`src/rtl/beep_note_sequencer.sv`:
```
// beep_note_sequencer: picks the half-period divider for the buzzer tone generator.
// Plays a fixed melody from an internal ROM, or a note requested by a PS/2 key.
// A key press preempts the melody; when the key note expires the melody resumes
// at the entry after the interrupted one.
//
// Ports
//   i_clk_50m    system clock
//   i_rst_n      synchronous active-low reset
//   i_play       1-cycle pulse: start the melody from entry 0 (ignored while busy)
//   i_stop       1-cycle pulse: abort everything and go silent
//   i_key_valid  1-cycle pulse: i_key_code holds a new make code
//   i_key_code   PS/2 scan code
//   o_freq_div   half-period count for the tone generator (0 = silent)
//   o_busy       high in any state except IDLE
//   o_done       1-cycle pulse at melody end (LOOP=0 only)
module beep_note_sequencer #(
  parameter int unsigned TICK_DIV  = 50000,
  parameter int unsigned BEAT_MS   = 250,
  parameter int unsigned GAP_MS    = 20,
  parameter int unsigned MANUAL_MS = 200,
  parameter int unsigned SONG_LEN  = 8,
  parameter int unsigned LOOP      = 0
) (
  input  logic        i_clk_50m,
  input  logic        i_rst_n,
  input  logic        i_play,
  input  logic        i_stop,
  input  logic        i_key_valid,
  input  logic [7:0]  i_key_code,
  output logic [15:0] o_freq_div,
  output logic        o_busy,
  output logic        o_done
);

  localparam int unsigned TICK_W = ($clog2(TICK_DIV) < 1) ? 1 : $clog2(TICK_DIV);
  localparam int unsigned MS_MAX = (BEAT_MS * 15) + GAP_MS + MANUAL_MS;
  localparam int unsigned MS_W   = $clog2(MS_MAX + 1);

  localparam logic [TICK_W-1:0] TICK_LAST = TICK_W'(TICK_DIV - 1);
  localparam logic [MS_W-1:0]   BEAT_T    = MS_W'(BEAT_MS);
  localparam logic [MS_W-1:0]   GAP_T     = MS_W'(GAP_MS);
  localparam logic [MS_W-1:0]   MAN_T     = MS_W'(MANUAL_MS);
  localparam logic [4:0]        SONG_END  = 5'(SONG_LEN);
  localparam logic              LOOP_EN   = (LOOP != 0);

  typedef enum logic [2:0] {
    S_IDLE,
    S_LOAD,
    S_PLAY,
    S_GAP,
    S_MANUAL
  } state_t;

  // Note index -> half-period divider.
  function automatic logic [15:0] note_div(input logic [3:0] idx);
    logic [15:0] d;
    case (idx)
      4'd1:    d = 16'd47774;
      4'd2:    d = 16'd42568;
      4'd3:    d = 16'd37919;
      4'd4:    d = 16'd35791;
      4'd5:    d = 16'd31888;
      4'd6:    d = 16'd28409;
      4'd7:    d = 16'd25309;
      4'd8:    d = 16'd23889;
      4'd9:    d = 16'd21276;
      default: d = 16'd0;
    endcase
    return d;
  endfunction

  // Scan code -> {hit, note index}; unmapped codes return hit=0.
  function automatic logic [4:0] key_map(input logic [7:0] code);
    logic [4:0] k;
    case (code)
      8'h70:   k = {1'b1, 4'd0};
      8'h69:   k = {1'b1, 4'd1};
      8'h72:   k = {1'b1, 4'd2};
      8'h7A:   k = {1'b1, 4'd3};
      8'h6B:   k = {1'b1, 4'd4};
      8'h73:   k = {1'b1, 4'd5};
      8'h74:   k = {1'b1, 4'd6};
      8'h6C:   k = {1'b1, 4'd7};
      8'h75:   k = {1'b1, 4'd8};
      8'h7D:   k = {1'b1, 4'd9};
      default: k = 5'd0;
    endcase
    return k;
  endfunction

  // Melody ROM, {note, dur}; anything past the table reads as an end marker.
  function automatic logic [7:0] rom_entry(input logic [3:0] idx);
    logic [7:0] e;
    case (idx)
      4'd0:    e = {4'd1, 4'd1};
      4'd1:    e = {4'd1, 4'd1};
      4'd2:    e = {4'd5, 4'd1};
      4'd3:    e = {4'd5, 4'd1};
      4'd4:    e = {4'd6, 4'd1};
      4'd5:    e = {4'd6, 4'd1};
      4'd6:    e = {4'd5, 4'd2};
      4'd7:    e = {4'd0, 4'd1};
      default: e = 8'h00;
    endcase
    return e;
  endfunction

  state_t            r_state;
  state_t            w_state_nxt;
  logic [3:0]        r_index;
  logic [3:0]        w_index_nxt;
  logic [3:0]        r_dur;
  logic [3:0]        w_dur_nxt;
  logic              r_paused;
  logic              w_paused_nxt;
  logic [15:0]       w_freq_nxt;
  logic              w_done_nxt;
  logic              w_restart;
  logic              w_clr;
  logic [TICK_W-1:0] r_tick_cnt;
  logic [MS_W-1:0]   r_ms_cnt;
  logic              w_tick;
  logic [MS_W-1:0]   w_target;
  logic              w_expire;
  logic [4:0]        w_key;
  logic              w_key_hit;
  logic [3:0]        w_key_idx;
  logic [7:0]        w_rom;
  logic [3:0]        w_rom_note;
  logic [3:0]        w_rom_dur;
  logic              w_end;

  assign w_key      = key_map(i_key_code);
  assign w_key_hit  = w_key[4];
  assign w_key_idx  = w_key[3:0];
  assign w_rom      = rom_entry(r_index);
  assign w_rom_note = w_rom[7:4];
  assign w_rom_dur  = w_rom[3:0];
  assign w_end      = (w_rom_dur == 4'd0) || ({1'b0, r_index} >= SONG_END);

  // Timers restart on every state entry and on a MANUAL re-trigger.
  assign w_clr  = (w_state_nxt != r_state) || w_restart;
  assign w_tick = (r_tick_cnt == TICK_LAST);

  // Length of the current timed state in ms.
  always_comb begin
    w_target = '0;
    case (r_state)
      S_PLAY:   w_target = MS_W'(r_dur) * BEAT_T;
      S_GAP:    w_target = GAP_T;
      S_MANUAL: w_target = MAN_T;
      default:  w_target = '0;
    endcase
  end

  assign w_expire = w_tick && (r_ms_cnt == (w_target - MS_W'(1)));

  // ms tick prescaler and ms-in-state counter.
  always_ff @(posedge i_clk_50m) begin
    if (!i_rst_n || w_clr) begin
      r_tick_cnt <= '0;
      r_ms_cnt   <= '0;
    end else if (w_tick) begin
      r_tick_cnt <= '0;
      r_ms_cnt   <= r_ms_cnt + MS_W'(1);
    end else begin
      r_tick_cnt <= r_tick_cnt + TICK_W'(1);
    end
  end

  // State and output registers.
  always_ff @(posedge i_clk_50m) begin
    if (!i_rst_n) begin
      r_state    <= S_IDLE;
      r_index    <= 4'd0;
      r_dur      <= 4'd0;
      r_paused   <= 1'b0;
      o_freq_div <= 16'd0;
      o_busy     <= 1'b0;
      o_done     <= 1'b0;
    end else begin
      r_state    <= w_state_nxt;
      r_index    <= w_index_nxt;
      r_dur      <= w_dur_nxt;
      r_paused   <= w_paused_nxt;
      o_freq_div <= w_freq_nxt;
      o_busy     <= (w_state_nxt != S_IDLE);
      o_done     <= w_done_nxt;
    end
  end

  // Next-state and next-output logic; priority STOP > mapped key > state flow.
  always_comb begin
    w_state_nxt  = r_state;
    w_index_nxt  = r_index;
    w_dur_nxt    = r_dur;
    w_paused_nxt = r_paused;
    w_freq_nxt   = o_freq_div;
    w_done_nxt   = 1'b0;
    w_restart    = 1'b0;

    if (i_stop) begin
      w_state_nxt  = S_IDLE;
      w_index_nxt  = 4'd0;
      w_paused_nxt = 1'b0;
      w_freq_nxt   = 16'd0;
    end else if (i_key_valid && w_key_hit) begin
      // Only an interrupted melody is remembered; a re-trigger keeps the flag.
      if ((r_state == S_LOAD) || (r_state == S_PLAY) || (r_state == S_GAP)) begin
        w_paused_nxt = 1'b1;
      end
      w_restart   = (r_state == S_MANUAL);
      w_state_nxt = S_MANUAL;
      w_freq_nxt  = note_div(w_key_idx);
    end else begin
      case (r_state)
        S_IDLE: begin
          w_freq_nxt = 16'd0;
          if (i_play) begin
            w_state_nxt = S_LOAD;
            w_index_nxt = 4'd0;
          end
        end
        S_LOAD: begin
          if (w_end) begin
            if (LOOP_EN) begin
              w_index_nxt = 4'd0;
            end else begin
              w_done_nxt  = 1'b1;
              w_state_nxt = S_IDLE;
              w_freq_nxt  = 16'd0;
            end
          end else begin
            w_state_nxt = S_PLAY;
            w_dur_nxt   = w_rom_dur;
            w_freq_nxt  = note_div(w_rom_note);
          end
        end
        S_PLAY: begin
          if (w_expire) begin
            w_state_nxt = S_GAP;
            w_freq_nxt  = 16'd0;
          end
        end
        S_GAP: begin
          if (w_expire) begin
            w_state_nxt = S_LOAD;
            w_index_nxt = r_index + 4'd1;
          end
        end
        S_MANUAL: begin
          if (w_expire) begin
            w_freq_nxt = 16'd0;
            if (r_paused) begin
              // Resume through GAP so the interrupted entry is skipped.
              w_paused_nxt = 1'b0;
              w_state_nxt  = S_GAP;
            end else begin
              w_state_nxt = S_IDLE;
            end
          end
        end
        default: begin
          w_state_nxt = S_IDLE;
          w_freq_nxt  = 16'd0;
        end
      endcase
    end
  end

endmodule

```
`config.mk`:
```
export PLATFORM = sky130hd
export DESIGN_NAME = beep_note_sequencer
export DESIGN_NICKNAME = d
export VERILOG_FILES = /design/src/rtl/beep_note_sequencer.sv
export SDC_FILE = /design/constraint.sdc
export NUM_CORES = 1
export LEC_CHECK = 0
export BUFFER_PORTS_ARGS = -buffer_cell sky130_fd_sc_hd__buf_2
export CORE_MARGIN = 2
export CORE_UTILIZATION = 45
export CTS_BUF_LIST = sky130_fd_sc_hd__clkbuf_16
export DETAILED_ROUTE_END_ITERATION = 8
export PLACE_DENSITY_LB_ADDON = 0.3
export SETUP_SLACK_MARGIN = 0.05
export SLEW_MARGIN = 30
export SYNTH_ARGS = -nofsm -noshare
export SYNTH_HDL_FRONTEND = slang
export SYNTH_SLANG_ARGS = --single-unit
```
`constraint.sdc`:
```
create_clock -name i_clk_50m -period 7.7 [get_ports i_clk_50m]
set_clock_uncertainty 0.2 [all_clocks]
set_input_delay 0.385 -clock i_clk_50m [delete_from_list [all_inputs] [get_ports i_clk_50m]]
set_output_delay 0.385 -clock i_clk_50m [all_outputs]
set_load 0.005 [all_outputs]
```
Word level (Yosys, flattened, before mapping) --
Memories as Yosys holds them, arrays and structs flattened. A register that Yosys moved wholly into a read port is not among the register bits. Index checks and enable logic that the tools add are counted.
Storage, ports and cells: register bits after elaboration 58, bits in latches 0, bits in writable memories 0, bits in read-only memories 552, logic and storage cells 95, memories kept 3
Cells by class: $add $sub $neg 4, multipliers 1, divide/modulo/power cells 0, order comparisons 1, eq/ne operators 22, shifts and indexed selects 0, muxes and demuxes 28, bitwise gates (word level) 5, reduce and logical (&&, ||, !) cells 22
Memories:
- (no name shown) | depth 16, bits a word 16, read ports 1, clocked after Yosys merged registers in 0, write ports 0, line 57 | case (idx)
- (no name shown) | depth 16, bits a word 16, read ports 1, clocked after Yosys merged registers in 0, write ports 0, line 57
- (no name shown) | depth 8, bits a word 5, read ports 1, clocked after Yosys merged registers in 1, write ports 0, line 94 | case (idx)
Operators with widths (count):
- $eq A8 B7 Y1 const B | 10
- $pmux W5 S10 | 1
- $mux W16 | 3
- $pmux W16 S3 | 1
- $pmux W12 S3 | 1
- $mux W3 | 8
- $add A16 B1 Y16 const B | 1
- $eq A16 B16 Y1 const B | 1
- $pmux W3 S5 | 1
- $add A12 B1 Y12 const B | 1
- $eq A12 B12 Y1 | 1
- $sub A12 B1 Y12 const B | 1
- $mul A4 B7 Y11 const B | 1
- $mux W4 | 2
- $mux W8 | 1
- $pmux W4 S2 | 1
- $reduce_and A4 Y1 | 2
- $mux W1 | 7
- $eq A3 B2 Y1 const B | 2
- $ne A2 B2 Y1 const B | 3
- $reduce_bool A2 Y1 | 3
- $reduce_or A2 Y1 | 3
- $logic_or A1 B1 Y1 | 5
- $not A1 Y1 | 5
- 16 further kinds | 18

Depth between registers and ports, before layout --
Gate-level depths: netlist (run 1).
word-level depth 13, gate-level depth with buffers 15

Worst setup path after synthesis (run 1) --
No wires, ideal clock.
path kind register -> register, start point register r_state[0], end point register with a tool-made name, setup time 0.123 ns, arrival time 3.206 ns, required time 7.377 ns, slack 4.171 ns, cell stages (with the launch flop) 14, period minus slack after synthesis 3.529 ns, path through dfxtp_1 > buf_1 > clkbuf_1 > o21ai_0 > ha_1 > xnor2_1 > xnor2_1 > a31oi_1 > nor4b_2 > o21ai_1 > buf_2 > nor4_1 > mux2i_1 > mux2_1
RTL lines:
- start, declared | line 108 | state_t r_state;
- start signal, assigned | line 182 | r_state <= w_state_nxt;

==> flow_summary.yaml, run 1 <==
run_status:
  outcome: "finished, final reports clean"
routing:
  vias_per_cell: 5.946
  dr_wl_met3_um: 524
  wirelength_um: 10140
  drc: 0
  vias: 3829
  antenna_left: 0
  drt-wirelength-per-cell_um: 15.74
  drt_first_iter_violations: 264
  wl_met2_um: 4560
  dr.pass1.iters: 5
  top_layer: "met4"
  drt-met1-wl_um: 4952
grt:
  grt_pass1_wl_um: 16930
  grt_max_degree: 29
  antenna_found_initial: 0
  grt.overflow.total: 0
  grt_pass1_vias: 3513
  grt_usage: 0.2084
pwr:
  power_mw: 0.7784
  p_int_mw: 0.5860
  pwr-share-comb: 0.070
  cellLeakagePower_nw: 1.613
  swShare: 0.2471
  sequentialPowerShare: 0.415
  clockPowerShare: 0.515
  pwr_density_cell_nw_per_um2: 167.1
  switchingPower_mw: 0.1924
  ir_worst_vdd_mv: 0.1036
clock_tree:
  cts_tree: "yes"
  cts-resized-gates: 0
  cts_buffers: 9
  cts.clk_slew.worst_paths_ns: 0.06
  cts.sinks: 61
  clock_path_buffers: 2
  root_buffer: "clkbuf_16"
  htree_num_levels: 3
  clock_latency_ns: 0.33
  post_cts_buffers: 0
  cts-hold-fix-buffers: 0
synthesis:
  synth_common_cells: "dfxtp_1 (61), nand2_1 (56), nor2_1 (47), o21ai_0 (23), xnor2_1 (23)"
  synth_top_area_frac: 0.2921
  synth.largest_area_cell: "dfxtp_1"
  synth_flop_cell: "dfxtp_1"
  syn_inst: 510
  synth_edf_count: 0
  synth_most_common_cell: "dfxtp_1"
  yosysSeqAreaShare: 0.2921
  syn_avg_cell_area_um2: 8.197
  async_flop_share: 0
  synthTopCellsByArea: "dfxtp_1 (29%), nor4_2 (6.0%), ha_1 (5.4%)"
  synth_area_um2: 4180
  synth_nets: 541
  yosysUniqueCellTypes: 68
  ys_warn_count: 0
  synth-seq-cells: 61
critical_path:
  startpoint_type: "flip-flop"
  arrival_ns: 4.11
  cp.required_ns: 7.71
  crit_chain: "nor2b_1 -> o21ai_0 -> ha_1 -> xnor2_1 -> xnor2_1 -> a31oi_1 -> nor4b_2 -> o21ai_1 -> nor4_1 -> mux2i_1 -> mux2_1"
  worstPathMaxFanout: 16
  end_kind: "flip-flop"
  slowest_stage: "dfxtp_1"
  critPathKind: "flip-flop to flip-flop"
  rr_worst_depth: 11
  crit_path_max_incr_delay_ns: 0.65
  crit_top_cell: "xnor2_1"
die:
  start_util: 0.4589
  core.rowCount: 35
  chipHeight_um: 100.4
  dieWidth_um: 100.4
  num_io_pins: 31
  die-area_um2: 10080
  core_area_um2: 9109
timing:
  tns_ns: 0
  hold_viol: 0
  rsz0062_at_grt: "no"
  fin_crit_sh: 0.5319
  layout_min_cycle_time_ns: 4.095
  finalSetupViolations: 0
  worstMarginPinSlew_ns: 0.7948
  maxSlewHeadroom: 0.4701
  slew_viol_final: 0
  max_freq_ghz: 0.2442
place:
  port_buffers: 30
  gp_congestion: 0.9571
  hpwl_um: 7138
final_layout:
  multiInputGateArea_um2: 2764
  fillCellCount: 885
  seqCellArea_um2: 1221
  antennaDiodeCount: 0
  drive_gt1_frac: 0.1595
  nNetsFinal: 559
  area_delta_synth_final_pct: 11.46
min_path:
  min_path_type: "primary input to flip-flop"
  min_delay_path_depth: 2
job:
  maxCapViolations: 0
==> critical path: cells and delay by family, from the launching register on <==
family	cells	cell delay [ns]
DFF	1	0.65
xor gates and xnor gates	2	0.40
AOI/OAI and AO/OA	3	0.62
muxes	2	0.74
and+or+nand+nor	3	1.08
adders and majority gates	1	0.28
==> layout by cell type (no fill, tap or decap), drive strengths merged, types with 7 or more instances in the layout <==
master   n
nand2   56
dfxtp   61
nor3    13
nor4    32
buf     34
a21oi   15
nand3   15
inv     17
o21ai   27
and2     7
nand4   12
ha      18
a31oi   16
clkbuf   9
xnor2   23
nand2b  12
xor2    17
nor2    47
==> flip-flops by register name, summed over array words and instances (netlist names), named ones only <==
register / flops
o_freq_div: 16
r_tick_cnt: 16
r_ms_cnt: 12
r_index: 4
r_state: 3
r_dur: 2
o_busy: 1
o_done: 1
r_paused: 1
==> per-stage QoR <==
stage / setup WS (ns) / hold slack, ns / std cells / area (um^2) / util
after floorplan: 4.171 / 0.2527 / 510 / 4180 / -
after global placement: 3.819 / 0.2605 / 628 / 4363 / 0.4790
after detailed placement: 3.681 / 0.2628 / 628 / 4363 / 0.4790
after CTS: 3.637 / 0.1756 / 644 / 4654 / 0.5110
after global routing: 3.268 / 0.1825 / 644 / 4659 / 0.5115
final: 3.605 / 0.1781 / 644 / 4659 / 0.5115
==> metal layers <==
| metal | vias to the layer above | GRT usage |
|---|---|---|
| met5 | - | 0 |
| li1 | 1912 | - |
| met2 | 115 | 0.3165 |
| met1 | 1792 | 0.3004 |
| met4 | 0 | 0.05163 |
| met3 | 10 | 0.04526 |
==> cell type report <==
type                       count  area share
clock buffer                   9     0.04834
clock inverter                 7     0.01423
inverter                      17     0.01369
multi-input combinational    405      0.5932
sequential                    61      0.2621
tap                          111     0.02981
timing repair buffer          34     0.03867
==> path summary, 6_finish.rpt <==
path | start | endpoint | slack, ns
setup / recovery | r_state[1] | flip-flop | 3.60
hold / removal | i_rst_n | r_dur[1] | 0.18
setup reg to reg | r_state[1] | flip-flop | 3.60
hold reg to reg | o_freq_div[6] | o_freq_div[6] | 0.26
==> logic make-up after synthesis <==
logic type	Yosys count	synth area share
fa+ha+maj	18	0.05388
xor+xnor	40	0.08381
simple gates	237	0.3316
flops	61	0.2921
buf+inv	44	0.04789
compound gates	105	0.1781
mux	5	0.01257
==> power by group through the flow <==
stage               clock network [mW]  registers, mW  logic [mW]
floorplan                            0          0.328      0.0414
CTS                              0.406          0.323      0.0542
finish                           0.401          0.323      0.0548
global route                     0.423          0.323      0.0606
global placement                     0          0.330      0.0528
detailed placement                   0          0.330      0.0539
No activity file was read; power rests on OpenSTA's default activity.
==> inputs of run 2 (changes only) <==
--- a/config.mk
+++ b/config.mk
@@ -5,6 +5,7 @@
 export SDC_FILE = /design/constraint.sdc
 export NUM_CORES = 1
 export LEC_CHECK = 0
+export ABC_AREA = 1
 export BUFFER_PORTS_ARGS = -buffer_cell sky130_fd_sc_hd__buf_2
 export CORE_MARGIN = 2
 export CORE_UTILIZATION = 45
==> constraint.sdc (replaced) <==
create_clock -name i_clk_50m -period 3.5 [get_ports i_clk_50m]
set_clock_uncertainty 0.2 [all_clocks]
set_input_delay 0.175 -clock i_clk_50m [delete_from_list [all_inputs] [get_ports i_clk_50m]]
set_output_delay 0.175 -clock i_clk_50m [all_outputs]
set_load 0.005 [all_outputs]
==> run 2 against run 1 <==
  * Clock power is 120% higher
  * Setup slack lost 3.3 ns
  * Cell area decreased by 3.3%
  * Routed wire length is 9.0% lower
  * Flip-flop and latch count unchanged
  * Via count decreased by 0.73%
  * Sequential power up 120%
  * Power is 120% higher
  * Fmax up 29%
  * Non-clock buffer count increased by 6
  * Highest routed layer unchanged
==> flow_summary.yaml, run 2 <==
grt:
  antenna_found_initial: 0
  grt_usage: 0.2072
  grt.overflow.total: 0
  grt_max_degree: 17
  grt_pass1_vias: 3486
  grt_pass1_wl_um: 15240
synthesis:
  async_flop_share: 0
  synth.largest_area_cell: "dfxtp_1"
  synthTopCellsByArea: "dfxtp_1 (32%), nand2_1 (12%), inv_1 (9.2%)"
  synth_flop_cell: "dfxtp_1"
  synth_area_um2: 3850
  synth_edf_count: 0
  synth_top_area_frac: 0.3172
  syn_inst: 585
  synth_nets: 616
  yosysUniqueCellTypes: 35
  yosysSeqAreaShare: 0.3172
  synth_most_common_cell: "nand2_1"
  ys_warn_count: 0
  syn_avg_cell_area_um2: 6.581
  synth_common_cells: "nand2_1 (119), inv_1 (94), nor2_1 (81), dfxtp_1 (61), nand3_1 (41)"
  synth-seq-cells: 61
critical_path:
  worstPathMaxFanout: 9
  end_kind: "flip-flop"
  crit_top_cell: "nand2_1"
  startpoint_type: "flip-flop"
  arrival_ns: 3.23
  slowest_stage: "ha_1"
  cp.depth: 20
  crit_family: "simple AND/OR/NAND/NOR gates"
  cp.required_ns: 3.56
  crit_chain: "inv_2 -> nand4_2 -> ha_1 -> xnor2_1 -> nor2_1 -> nand2_1 -> nor2_1 -> nand2_1 -> nor2_2 -> nand2_1 -> nor2_1 -> nand4_1 -> nand2_1 -> nand2_1 -> nand2_1 -> nand2_1 -> nor2_4 -> nand3_4 -> buf_4 -> nor2_2"
  rr_worst_depth: 20
  crit_buf_inv: 2
  crit_path_max_incr_delay_ns: 0.37
  critPathKind: "flip-flop to flip-flop"
clock_tree:
  htree_num_levels: 3
  cts.clk_slew.worst_paths_ns: 0.06
  cts_buffers: 9
  root_buffer: "clkbuf_16"
  cts_tree: "yes"
  clock_path_buffers: 2
  clock_latency_ns: 0.33
  cts.sinks: 61
min_path:
  min_path_type: "primary input to flip-flop"
  min_delay_path_depth: 4
place:
  hpwl_um: 6842
  dpl.cell_count: 719
  port_buffers: 30
  gp_congestion: 0.9025
timing:
  hold_viol: 0
  holdWs_ns: 0.03072
  maxSlewHeadroom: 0.5408
  worstMarginPinSlew_ns: 0.6862
  max_freq_ghz: 0.3155
  finalSetupViolations: 0
  slew_viol_final: 0
  tns_ns: 0
  rsz0062_at_grt: "no"
  layout_min_cycle_time_ns: 3.170
  fin_crit_sh: 0.9057
pwr:
  ir_worst_vdd_mv: 0.2520
  cellLeakagePower_nw: 2.043
  pwr_density_cell_nw_per_um2: 381.0
final_layout:
  drive_gt1_frac: 0.1467
  layout_common_cells: "nand2_1 (118), inv_1 (94), nor2_1 (80), dfxtp_1 (60), nand3_1 (41)"
  top_regs: "o_freq_div: 16 flops, r_tick_cnt: 16 flops, r_ms_cnt: 12 flops"
  antennaDiodeCount: 0
  finalNonFillerCells: 739
  nNetsFinal: 660
  area_delta_synth_final_pct: 17.06
  final_common_cell: "nand2_1"
  fillCellCount: 816
die:
  num_io_pins: 31
  chipHeight_um: 96.50
  core.rowCount: 33
  start_util: 0.4662
  die-area_um2: 9311
  dieWidth_um: 96.50
  core_area_um2: 8258
job:
  maxCapViolations: 0
routing:
  drt_first_iter_violations: 247
  antenna_left: 0
  drt-wirelength-per-cell_um: 12.48
  wirelength_um: 9226
  dr.pass1.iters: 5
  drc: 0
  vias: 3801
  vias_per_cell: 5.143
run_status:
  outcome: "finished, final reports clean"
==> run 2: cell count changes after synthesis, moves of 8 or more <==
cell / before / now
clkbuf_1: 13 / 4
nand2_1: 56 / 119
inv_1: 17 / 94
nor2_2: 0 / 16
a21oi_1: 14 / 28
nor4_1: 12 / 4
nand2b_1: 12 / 0
nor4_2: 20 / 0
nand3_1: 15 / 41
nor2_1: 47 / 81
xnor2_1: 23 / 5
==> run 2: routing by layer <==
metal,GRT usage,part of all wire,vias up
met4,0.05634,0.015,0
met2,0.3507,0.47,112
met3,0.04810,0.064,18
li1,-,-,1964
met5,0,0,-
met1,0.2648,0.45,1707
==> run 2: worst paths after layout <==
kind	slack, ns	endpoint	startpoint
max	0.33	r_tick_cnt[9]	r_state[0]
min	0.03	o_done	i_stop
max reg2reg	0.33	r_tick_cnt[9]	r_state[0]
min reg2reg	0.25	r_tick_cnt[0]	r_tick_cnt[0]
==> run 2: tightest hold or removal path, delay by kind of cell <==
kind                   cells  cell delay, ns
and+or+nand+nor            2            0.15
buffers and inverters      2            0.18
==> run 2: metrics by stage <==
step | power, mW | instance area (um^2) | utilization | setup slack (ns)
floorplan | 0.7995 | 3850 | - | 0.7645
global placement | 0.8297 | 4140 | 0.5014 | 0.3289
detailed placement | 0.8314 | 4140 | 0.5014 | 0.1737
CTS | 1.723 | 4448 | 0.5386 | 0.1476
global route | 1.782 | 4507 | 0.5458 | 0.01126
finish | 1.717 | 4507 | 0.5458 | 0.3302
==> run 2: what timing repair did <==
action / CTS / global route
hold buffers: 1 / 0
buffers inserted: 0 / 3
endpoints found under the hold margin: 1 / 0
resized for setup: 0 / 6
endpoints found under the setup margin: 0 / 31
==> run 2: cell type report <==
type                       instances  area [um^2]  share of cell area
clock buffer                       9        225.2             0.04997
sequential                        61         1222              0.2712
timing repair buffer              40        240.2             0.05330
clock inverter                     7        72.57             0.01610
tap                              105        131.4             0.02915
inverter                          98        367.9             0.08162
multi-input combinational        419         2247              0.4986
==> run 2: kinds of logic after synthesis <==
kind of cell | after synthesis | synth area share
simple gates | 302 | 0.3536
buf+inv | 105 | 0.1050
xor+xnor | 24 | 0.05460
fa+ha+maj | 18 | 0.05850
compound gates | 75 | 0.1111
flops | 61 | 0.3172
==> run 2: report_power, final <==
group	internal [mW]	switching (mW)
Combinational	0.0415	0.0812
Clock	0.553	0.333
Sequential	0.703	0.00605
Total	1.30	0.420
==> inputs of run 3 (changes only) <==
--- a/config.mk
+++ b/config.mk
@@ -6,11 +6,11 @@
 export NUM_CORES = 1
 export LEC_CHECK = 0
 export ABC_AREA = 1
-export BUFFER_PORTS_ARGS = -buffer_cell sky130_fd_sc_hd__buf_2
 export CORE_MARGIN = 2
 export CORE_UTILIZATION = 45
 export CTS_BUF_LIST = sky130_fd_sc_hd__clkbuf_16
 export DETAILED_ROUTE_END_ITERATION = 8
+export DONT_BUFFER_PORTS = 1
 export PLACE_DENSITY_LB_ADDON = 0.3
 export SETUP_SLACK_MARGIN = 0.05
 export SLEW_MARGIN = 30
==> run 3 against run 2 <==
  * Worst hold slack better by 0.035 ns
  * Critical path depth is 1 higher
  * Register-to-register slack better by 0.07 ns
==> flow_summary.yaml, run 3 (synthesis results as in run 2) <==
die:
  num_io_pins: 31
  core_area_um2: 8258
  chipHeight_um: 96.50
  die-area_um2: 9311
  core.rowCount: 33
  start_util: 0.4662
  dieWidth_um: 96.50
pwr:
  sequentialPowerShare: 0.397
  cellLeakagePower_nw: 1.882
  p_int_mw: 1.367
  ir_worst_vdd_mv: 0.4192
  pwr_density_cell_nw_per_um2: 408.5
  switchingPower_mw: 0.4211
  pwr-share-comb: 0.056
  swShare: 0.2355
  clockPowerShare: 0.547
timing:
  holdWs_ns: 0.06588
  worstMarginPinSlew_ns: 0.6815
  layout_min_cycle_time_ns: 3.098
  finalSetupViolations: 0
  rsz0062_at_grt: "no"
  slew_viol_final: 0
  fin_crit_sh: 0.8852
  hold_viol: 0
  maxSlewHeadroom: 0.5440
  max_freq_ghz: 0.3228
  tns_ns: 0
min_path:
  min_path_type: "primary input to flip-flop"
clock_tree:
  cts_buffers: 9
  root_buffer: "clkbuf_16"
  clock_latency_ns: 0.33
  clock_path_buffers: 2
  htree_num_levels: 3
  cts.sinks: 61
  cts.clk_slew.worst_paths_ns: 0.06
  cts_tree: "yes"
grt:
  grt.overflow.total: 0
  grt_max_degree: 17
  grt_pass1_vias: 3344
  antenna_found_initial: 0
  grt_pass1_wl_um: 14570
  grt_usage: 0.2012
critical_path:
  crit_buf_inv: 2
  slowest_stage: "dfxtp_2"
  crit_path_max_incr_delay_ns: 0.40
  crit_family: "simple AND/OR/NAND/NOR gates"
  crit_chain: "inv_1 -> nor2_4 -> nand2_1 -> ha_1 -> xnor2_1 -> nor2_1 -> nand2_1 -> nor2_1 -> nand2_1 -> nor2_2 -> nand2_1 -> nor2_1 -> nand4_1 -> nand2_1 -> nand2_1 -> nand2_1 -> nand2_1 -> nor2_1 -> nand3_2 -> buf_4 -> nor2_1"
  startpoint_type: "flip-flop"
  cp.required_ns: 3.57
  critPathKind: "flip-flop to flip-flop"
  crit_top_cell: "nand2_1"
  arrival_ns: 3.17
  worstPathMaxFanout: 16
  end_kind: "flip-flop"
final_layout:
  drive_gt1_frac: 0.1010
  antennaDiodeCount: 0
  area_delta_synth_final_pct: 13.71
  top_regs: "o_freq_div: 16 flops, r_tick_cnt: 16 flops, r_ms_cnt: 12 flops"
  nNetsFinal: 630
  layout_common_cells: "nand2_1 (118), inv_1 (94), nor2_1 (81), dfxtp_1 (59), nand3_1 (41)"
  final_common_cell: "nand2_1"
routing:
  vias: 3657
  drc: 0
  antenna_left: 0
  drt_first_iter_violations: 152
  wirelength_um: 8927
  drt-wirelength-per-cell_um: 12.59
  vias_per_cell: 5.158
  dr.pass1.iters: 5
place:
  port_buffers: 0
  hpwl_um: 6741
  gp_congestion: 0.9267
job:
  maxCapViolations: 0
run_status:
  outcome: "finished, final reports clean"
-- run 3: cell count changes in the layout (fill, tap and decap cells not counted), sizes merged --
cell / change
inv: +1
dlygate4sd3: +2
bufinv: +1
buf: -32
clkinvlp: -2
-- run 3: worst paths after layout --
| check | slack, ns | from | end | cells past startpoint |
|---|---|---|---|---|
| worst max-delay path | 0.40 | r_state[1] | r_tick_cnt[0] | 21 |
| worst min-delay path | 0.07 | i_play | r_state[0] | 4 |
| worst max register to register | 0.40 | r_state[1] | r_tick_cnt[0] | 21 |
| worst min register to register | 0.25 | r_tick_cnt[0] | r_tick_cnt[0] | 1 |
-- run 3: layout make-up --
| type | count | area, um^2 |
|---|---|---|
| fillers | 835 | 3880 |
| multi-input cells | 419 | 2241 |
| flip-flops and latches | 61 | 1224 |
| inverters | 98 | 367.9 |
| clock buffers | 9 | 225.2 |
| well taps | 105 | 131.4 |
| clock inverters | 7 | 106.4 |
| repair buffers | 10 | 82.58 |
-- run 3: what timing repair did --
item / in CTS / in global routing
setup endpoints to repair: 0 / 32
resized for setup: 0 / 6
hold endpoints to repair: 10 / 0
hold buffers: 3 / 0
setup buffers: 0 / 1
-- run 3: power groups by stage --
stage                     clock network, mW  logic (mW)  registers [mW]
after global placement                    0      0.0943           0.724
final                                 0.978       0.101           0.710
after global routing                   1.03       0.114           0.711
after detailed placement                  0      0.0961           0.725
after CTS                              1.00      0.0995           0.709
after floorplan                           0      0.0766           0.723
-- run 3: layer usage --
metal / wire [um] / part of all wire / global-route usage / vias up
met5: 0 / 0 / 0 / -
met4: 174 / 0.019 / 0.08451 / 0
met3: 490 / 0.055 / 0.05663 / 16
met2: 4190 / 0.47 / 0.3322 / 74
met1: 4071 / 0.46 / 0.2455 / 1656
li1: - / - / - / 1911
-- run 3: stage by stage --
| stage | instances | total power [mW] | utilization | instance area, um^2 | setup slack (ns) |
|---|---|---|---|---|---|
| 2_1_floorplan | 585 | 0.7995 | - | 3850 | 0.7645 |
| 3_3_place_gp | 689 | 0.8188 | 0.4832 | 3990 | 0.2759 |
| 3_5_place_dp | 689 | 0.8207 | 0.4832 | 3990 | 0.2205 |
| 4_1_cts | 708 | 1.814 | 0.5270 | 4352 | 0.2105 |
| 5_1_grt | 709 | 1.855 | 0.5302 | 4378 | 0.04079 |
| 6_report | 709 | 1.789 | 0.5302 | 4378 | 0.4018 |
-- run 3: tightest hold or removal path, cell delays in order --
cell     delay [ns]
a31oi_1        0.08
nand2_1        0.11
nand2_1        0.09
nor2_1         0.09
